File: config.mk
export PLATFORM = sky130hd
export DESIGN_NAME = pipe_shift
export DESIGN_NICKNAME = d
export VERILOG_FILES = /design/src/rtl/pipe_shift.sv
export SDC_FILE = /design/constraint.sdc
export NUM_CORES = 1
export LEC_CHECK = 0
export ABC_AREA = 1
export CORE_ASPECT_RATIO = 2
export CORE_MARGIN = 5
export CORE_UTILIZATION = 56
export DETAILED_ROUTE_END_ITERATION = 12
export PLACE_DENSITY_LB_ADDON = 0.08
export SLEW_MARGIN = 20
export SYNTH_ARGS = -nofsm -noshare
export SYNTH_HDL_FRONTEND = slang
export SYNTH_SLANG_ARGS = --single-unit
File: constraint.sdc
create_clock -name clk -period 1.65 [get_ports clk]
set_input_delay 0.33 -clock clk [delete_from_list [all_inputs] [get_ports clk]]
set_output_delay 0.33 -clock clk [all_outputs]
set_load 0.03 [all_outputs]
File: src/rtl/pipe_shift.sv
// Pipelined barrel shifter (SLL/SRL/SRA/ROR) with valid/ready handshake on both sides.
// Define PIPE_SHIFT_ROTATE_EN to enable ROR on in_op=11; otherwise in_op=11 executes as SRL.
module pipe_shift #(
  parameter int WIDTH  = 32,
  parameter int STAGES = 2
) (
  input  logic                     clk,
  input  logic                     rst_n,
  input  logic                     in_valid,
  output logic                     in_ready,
  input  logic [WIDTH-1:0]         in_data,
  input  logic [$clog2(WIDTH)-1:0] in_amt,
  input  logic [1:0]               in_op,
  output logic                     out_valid,
  input  logic                     out_ready,
  output logic [WIDTH-1:0]         out_data,
  output logic                     out_sticky
);

  localparam int AW    = $clog2(WIDTH);
  localparam int BASE  = AW / STAGES;
  localparam int EXTRA = AW % STAGES;

  localparam logic [1:0] OP_SLL = 2'b00;
  localparam logic [1:0] OP_SRL = 2'b01;
  localparam logic [1:0] OP_SRA = 2'b10;
  localparam logic [1:0] OP_ROR = 2'b11;

  function automatic logic [WIDTH-1:0] bit_rev(input logic [WIDTH-1:0] d);
    logic [WIDTH-1:0] r;
    r = {<<{d}};
    return r;
  endfunction

  // One binary right-shift step; SLL arrives here bit-reversed, so it shares the zero-fill path.
  function automatic logic [WIDTH-1:0] rshift_step(input logic [WIDTH-1:0] d, input int sh,
                                                   input logic [1:0] op, input logic sign);
    logic [WIDTH-1:0] fill_m;
    logic [WIDTH-1:0] r;
    fill_m = ~({WIDTH{1'b1}} >> sh);
    case (op)
      OP_SRA:  r = (d >> sh) | (sign ? fill_m : {WIDTH{1'b0}});
`ifdef PIPE_SHIFT_ROTATE_EN
      OP_ROR:  r = (d >> sh) | (d << (WIDTH - sh));
`endif
      default: r = d >> sh;
    endcase
    return r;
  endfunction

  function automatic logic drop_sticky(input logic [WIDTH-1:0] d, input int sh,
                                       input logic [1:0] op);
    logic [WIDTH-1:0] low_m;
    logic             r;
    low_m = ~({WIDTH{1'b1}} << sh);
    case (op)
      OP_SRL, OP_SRA: r = |(d & low_m);
      default:        r = 1'b0;
    endcase
    return r;
  endfunction

  logic [1:0]       ent_op;
  logic [WIDTH-1:0] ent_data;

  // Entry transform: op remap when rotate is compiled out, bit reversal for SLL.
  always_comb begin
`ifdef PIPE_SHIFT_ROTATE_EN
    ent_op = in_op;
`else
    ent_op = (in_op == OP_ROR) ? OP_SRL : in_op;
`endif
    ent_data = (ent_op == OP_SLL) ? bit_rev(in_data) : in_data;
  end

  logic [STAGES-1:0] st_valid;
  logic [WIDTH-1:0]  st_data   [STAGES];
  logic [AW-1:0]     st_amt    [STAGES];
  logic [1:0]        st_op     [STAGES];
  logic              st_sign   [STAGES];
  logic              st_sticky [STAGES];
  logic [STAGES-1:0] adv;

  // Advance chain: a stage moves when empty or when its successor moves.
  always_comb begin
    adv = '0;
    adv[STAGES-1] = ~st_valid[STAGES-1] | out_ready;
    for (int i = STAGES - 2; i >= 0; i--) begin
      adv[i] = ~st_valid[i] | adv[i+1];
    end
  end

  for (genvar i = 0; i < STAGES; i++) begin : g_stage
    localparam int  N       = BASE + ((i < EXTRA) ? 1 : 0);
    localparam int  S       = i * BASE + ((i < EXTRA) ? i : EXTRA);
    localparam bit  IS_LAST = (i == STAGES - 1);

    logic             src_valid;
    logic [WIDTH-1:0] src_data;
    logic [AW-1:0]    src_amt;
    logic [1:0]       src_op;
    logic             src_sign;
    logic             src_sticky;

    logic             valid_q;
    logic [WIDTH-1:0] data_d, data_q;
    logic [AW-1:0]    amt_q;
    logic [1:0]       op_q;
    logic             sign_q;
    logic             sticky_d, sticky_q;
    logic [AW-1:0]    amt_m;
    logic             take_s;

    if (i == 0) begin : g_src_in
      assign src_valid  = in_valid;
      assign src_data   = ent_data;
      assign src_amt    = in_amt;
      assign src_op     = ent_op;
      assign src_sign   = in_data[WIDTH-1];
      assign src_sticky = 1'b0;
    end else begin : g_src_prev
      assign src_valid  = st_valid[i-1];
      assign src_data   = st_data[i-1];
      assign src_amt    = st_amt[i-1];
      assign src_op     = st_op[i-1];
      assign src_sign   = st_sign[i-1];
      assign src_sticky = st_sticky[i-1];
    end

    // Binary steps owned by this register (largest amount first), exit reversal on the last one.
    always_comb begin
      data_d   = src_data;
      sticky_d = src_sticky;
      amt_m    = '0;
      take_s   = 1'b0;
      for (int j = S; j < S + N; j++) begin
        amt_m    = {{(AW-1){1'b0}}, 1'b1} << (AW - 1 - j);
        take_s   = |(src_amt & amt_m);
        sticky_d = sticky_d | (take_s & drop_sticky(data_d, 32'sd1 << (AW - 1 - j), src_op));
        data_d   = take_s ? rshift_step(data_d, 32'sd1 << (AW - 1 - j), src_op, src_sign)
                          : data_d;
      end
      data_d = (IS_LAST && (src_op == OP_SLL)) ? bit_rev(data_d) : data_d;
    end

    // Stage register: payload only loads behind a valid operand.
    always_ff @(posedge clk or negedge rst_n) begin
      if (!rst_n) begin
        valid_q  <= 1'b0;
        data_q   <= '0;
        amt_q    <= '0;
        op_q     <= 2'b00;
        sign_q   <= 1'b0;
        sticky_q <= 1'b0;
      end else if (adv[i]) begin
        valid_q <= src_valid;
        if (src_valid) begin
          data_q   <= data_d;
          amt_q    <= src_amt;
          op_q     <= src_op;
          sign_q   <= src_sign;
          sticky_q <= sticky_d;
        end
      end
    end

    assign st_valid[i]  = valid_q;
    assign st_data[i]   = data_q;
    assign st_amt[i]    = amt_q;
    assign st_op[i]     = op_q;
    assign st_sign[i]   = sign_q;
    assign st_sticky[i] = sticky_q;
  end

  assign in_ready   = adv[0];
  assign out_valid  = st_valid[STAGES-1];
  assign out_data   = st_data[STAGES-1];
  assign out_sticky = st_sticky[STAGES-1];

endmodule

* After elaboration in Yosys (flattened, before gate mapping)
Cells that the tools add are included.
Storage, ports and cells: flip-flop bits (word level) 73, input port bits 43, output and inout port bits 35
Operators by class: equal/unequal tests 5, muxes and demuxes 23, bitwise operators 18, reductions and logical operators 10
Operators by type and width (count):
- $mux W32 | 17
- $or A16 B32 Y32 | 1
- $or A24 B32 Y32 | 1
- $or A28 B32 Y32 | 1
- $or A30 B32 Y32 | 1
- $or A31 B32 Y32 | 1
- $reduce_or A16 Y1 | 1
- $reduce_or A8 Y1 | 1
- $eq A2 B2 Y1 const B | 3
- $or A1 B1 Y1 | 6
- $reduce_or A2 Y1 | 3
- $and A1 B1 Y1 | 5
- $mux W1 | 5
- $eq A2 B1 Y1 const B | 2
- $logic_not A2 Y1 | 2
- $reduce_and A2 Y1 | 2
- $reduce_or A4 Y1 | 1
- $mux W2 | 1
- $not A1 Y1 | 2

* Logic depth before layout (Yosys ltp)
depth in word-level cells 14, depth in mapped cells 14

* Least setup slack after synthesis
OpenSTA, ideal clock, no wires.
path kind flip-flop to flip-flop, start point reg g_stage[1].valid_q, in the netlist out_valid, end point reg g_stage[0].data_q[28], arrival time 1.615 ns, data required time 1.531 ns, slack -0.084 ns, cell stages (with the launch flop) 6, buffers on the path 1, period minus slack after synthesis 1.734 ns, cell sequence dfrtp_1 > nand3_1 > nand2_1 > inv_1 > clkbuf_1 > o21a_1
On the way: longest elaborated chain between the ends 4
Ends and longest elaborated chain:
- start: declaration | RTL line 105 | logic valid_q;
- start signal: assignment | RTL line 156 | valid_q <= src_valid;
- $not A1 Y1 | RTL line 87 | adv[STAGES-1] = ~st_valid[STAGES-1] | out_ready;
- $or A1 B1 Y1 | RTL line 87
- $or A1 B1 Y1 | RTL line 89 | adv[i] = ~st_valid[i] | adv[i+1];
- named net in_ready | RTL line 10 | output logic in_ready,
- $reduce_and A2 Y1 (no source line)
- end signal: assignment | RTL line 158 | data_q <= data_d;
- end: declaration | RTL line 106 | logic [WIDTH-1:0] data_d, data_q;
The timed path passes the listed nets, and every way through them passes these cells. A chain may end at the register's enable or synchronous reset.

* Worst setup path in the final report
start point in in_amt[3], end point reg g_stage[0].data_q[29]
On the way: longest elaborated chain between the ends 2
Ends and longest elaborated chain:
- start: declaration | RTL line 12 | input logic [$clog2(WIDTH)-1:0] in_amt,
- $mux W32 (2 in series) | RTL line 140 | data_d = take_s ? rshift_step(data_d, 32'sd1 << (AW - 1 - j), src_op, src_sign)
Every way passes these cells.

==> results by group <==
Synthesis
  – Post-synth top flop: dfrtp_1
  – Syn nets: 859
  – Synth Area in XOR/XNOR: 0%
  – Synth async-reset ratio: between 90% and 100%
  – Post-synth EDFFs: 0
  – Synthesis-stage register bit count: between 70 and 80
  – Post-synthesis compound-gate area fraction: between 20% and 30%
  – Synth Area in Simple Gates: 29.8%
  – Unique masters post-synth: 32
  – Post-synthesis sequential area ratio: 34.4%
  – Multiplexer share of the synthesized area: less than 1%
  – Synth warn: 0
  – Post-Syn Area: around 5300 um2
  – Main combinational cell family by area after synthesis: simple AND/OR/NAND/NOR gates
  – Mean Syn Cell Area: 6.52 um2
  – Syn Inst Count: between 800 and 900
  – Post-synthesis adder-cell area fraction: 0.472%

Timing
  – Max Fclk: between 600 and 700 MHz
  – Post-route minimum period: ~1.6 ns
  – Final-report setup violation count: 0
  – Final worst-path cycle share: a little over nine tenths
  – Min setup slack post-route: approximately 0.075 ns
  – Max Slew Vio Count: 0
  – Worst-margin pin slew: ~0.42 ns
  – Clock Skew: about 0.0044 ns
  – Normalized max-slew margin: around 72%
  – Final hold viol count: 0

Clock network
  – CTS Sinks: 73
  – Clock tree from TritonCTS: built
  – Worst-path clk slew: 0.05 ns
  – Clock Tree Buf Depth: 2
  – CTS buffer count: 9
  – Clock Latency Late Sink: 0.33 ns
  – H-tree levels: 3
  – CTS root buffer: clkbuf_16

Cells and area
  – Layout cell share with drive strength beyond 1: approximately 16%
  – Cell area after layout: 7170 um2
  – Area growth syn-to-layout: 35.1%
  – Sequential cell area: approximately 1800 um2
  – Fillers: about 730
  – Number of diodes: 0
  – Final nets: 979
  – Non-filler cells, final: 1042
  – Multi-input logic area: 3090 um2

Worst hold path
  – Min-delay worst type: in2async

Floorplanning
  – Initial core utilization: a little under three fifths
  – Core Rows: 50
  – Die height: 148 um
  – Top Ports: about 80
  – Die width: a little under 80 um
  – Die area: between 10000 and 15000 um2
  – Core Box Area: 9320 um2

Critical path
  – Worst Path Max Fanout: 7
  – Reg-to-Reg End: out_data[29]
  – Reg2Reg Launch Point: g_stage[0].amt_q[1]
  – Reg-to-reg slack, setup: approximately 0.10 ns
  – Register-to-Register Path Depth: 7
  – Req. time, crit path: around 1.9 ns
  – WP data arrival: around 1.8 ns
  – Type of origin of the critical path: input port
  – CP Capture Type: flip-flop
  – Setup CP Type: in2reg

Drt
  – Total Routed Length: around 18000 um
  – DRT antenna net count: 0
  – DRT iter0 DRCs: roughly 390
  – Vias: 6144
  – M1 WL: 5900 um
  – Met2 wire len: roughly 10000 um
  – First-pass DRT Iterations: 6
  – Drt wl/cell: 17.7 um
  – Top sig layer: met4
  – # DRC: 0
  – Via density: a little under 6
  – Met3 wire length: ~730 um

Global routing
  – Initial antenna violation count: 0
  – Vias in the first global route: 6119
  – Global-route wire length before repair: a little under 30000 um
  – Largest net degree at the start of global routing: 48
  – Total track usage: 31.6%
  – Grt ovf: 0

Power and ir drop
  – Power Density: between 1000 and 1500 nW/um2
  – Pwr Total: approximately 8 mW
  – LEAKAGE: 3.47 nW
  – Peak VDD IR: about 0.6 mV

Placement
  – PortBufs: 77
  – Placed cells: about 1000
  – DP HPWL: between 10000 and 15000 um
  – DP Area: around 6700 um2
  – GPL Wtd Cong: 1.08
  – Pre-CTS setup slack: -0.735 ns

Status
  – Outcome: completed

Job
  – Maxcap violations: 0
worst max-delay path: stages:
cell and delay, ns:
clkdlybuf4s50_1 0.49, clkinv_1 0.08, buf_4 0.18, buf_4 0.18, a21oi_2 0.20, buf_4 0.14, o21ai_1 0.06, o21a_1 0.13
area by class of cell:
type / count / share of cell area, %
Timing Repair Buffer: 167 / 22.8
Clock buffer: 12 / 3.72
Inverter: 55 / 2.88
Multi-Input combinational cell: 628 / 43.1
Sequential cell: 73 / 25.5
Clock inverter: 3 / 0.209
Tap cell: 104 / 1.82
power by group:
group	switching, mW	total [mW]	internal [mW]
Sequential	0.302	2.58	2.27
Clock	0.681	1.80	1.12
Combinational	2.23	3.62	1.39
cell usage in the layout (no fill, tap or decap), drive strengths merged, types with 2 or more instances in the layout:
cell type / count
clkinv: 6
mux2i: 3
inv: 52
nor2: 65
a21oi: 10
clkbuf: 17
clkdlybuf4s50: 37
dfrtp: 73
nand4: 2
dlygate4sd2: 35
o211ai: 4
buf: 88
and2: 3
o22ai: 5
nand3: 54
o21a: 3
o21ai: 174
nand2: 267
o22a: 32
ha: 2
cell usage after synthesis (2+ instances only):
cell type	n	area share, %
nand2_1	265	19
o22a_1	32	5.3
buf_2	20	1.9
a21oi_1	8	0.75
nand3_1	54	5.1
dfrtp_1	73	34
mux2i_1	3	0.57
a21oi_2	2	0.33
inv_1	51	3.6
o21ai_0	125	12
buf_4	2	0.28
buf_6	3	0.64
o211ai_1	4	0.57
o21a_1	3	0.42
nand4_1	2	0.24
ha_1	2	0.47
clkinv_1	3	0.21
nor2_1	63	4.5
clkbuf_1	33	2.3
o21ai_1	35	3.3
and2_1	3	0.35
nand2_2	2	0.24
o21ai_2	14	2.3
o22ai_1	4	0.47
layer usage:
metal | global-route usage [%] | up-vias
met5 | 0 | -
met4 | 22.1 | 0
met3 | 2.93 | 77
met2 | 62.5 | 254
met1 | 28.5 | 2870
li1 | - | 2943
worst max path at each step:
stage                          from                    end
after floorplan           out_valid  g_stage[0].data_q[28]
after global placement     in_op[1]   g_stage[0].data_q[5]
after detailed placement   in_op[1]  g_stage[0].data_q[18]
after CTS                  in_op[1]   g_stage[0].data_q[5]
after global routing       in_op[1]    g_stage[0].sticky_q
final                     in_amt[3]  g_stage[0].data_q[29]
per-stage QoR:
stage                     hold WS, ns  setup TNS (ns)  utilization [%]
after floorplan                0.0344               0                -
after global placement          0.263          -17.70             72.0
after detailed placement        0.277          -19.79             72.0
after CTS                       0.475         -0.0254             75.3
after global routing            0.507         -0.0229             76.9
final                           0.457               0             76.9
sequential cells by signal, indices dropped and copies added (netlist names):
register,count
g_stage.sign_q,1
g_stage.data_q,32
g_stage.amt_q,2
g_stage.op_q,2
g_stage.sticky_q,1
out_sticky,1
out_valid,1
g_stage.valid_q,1
out_data,32
kinds of logic (layout without fill, tap and decap cells):
group	after synthesis	count (layout)
adder cells (fa/ha/maj)	2	2
AO/OA/AOI/OAI	230	230
buffers and inverters	113	237
multiplexers	3	3
flip-flops	73	73
AND/OR/NAND/NOR	393	393
timing repair:
item,CTS,global route
pin swaps,2,6
buffers inserted,1,2
endpoints found under the setup margin,67,42
hold endpoints to repair,15,0
resized for setup,55,24
hold buffers,1,0
cloned,0,5
Note: power is estimated with default switching activity, not from simulation.
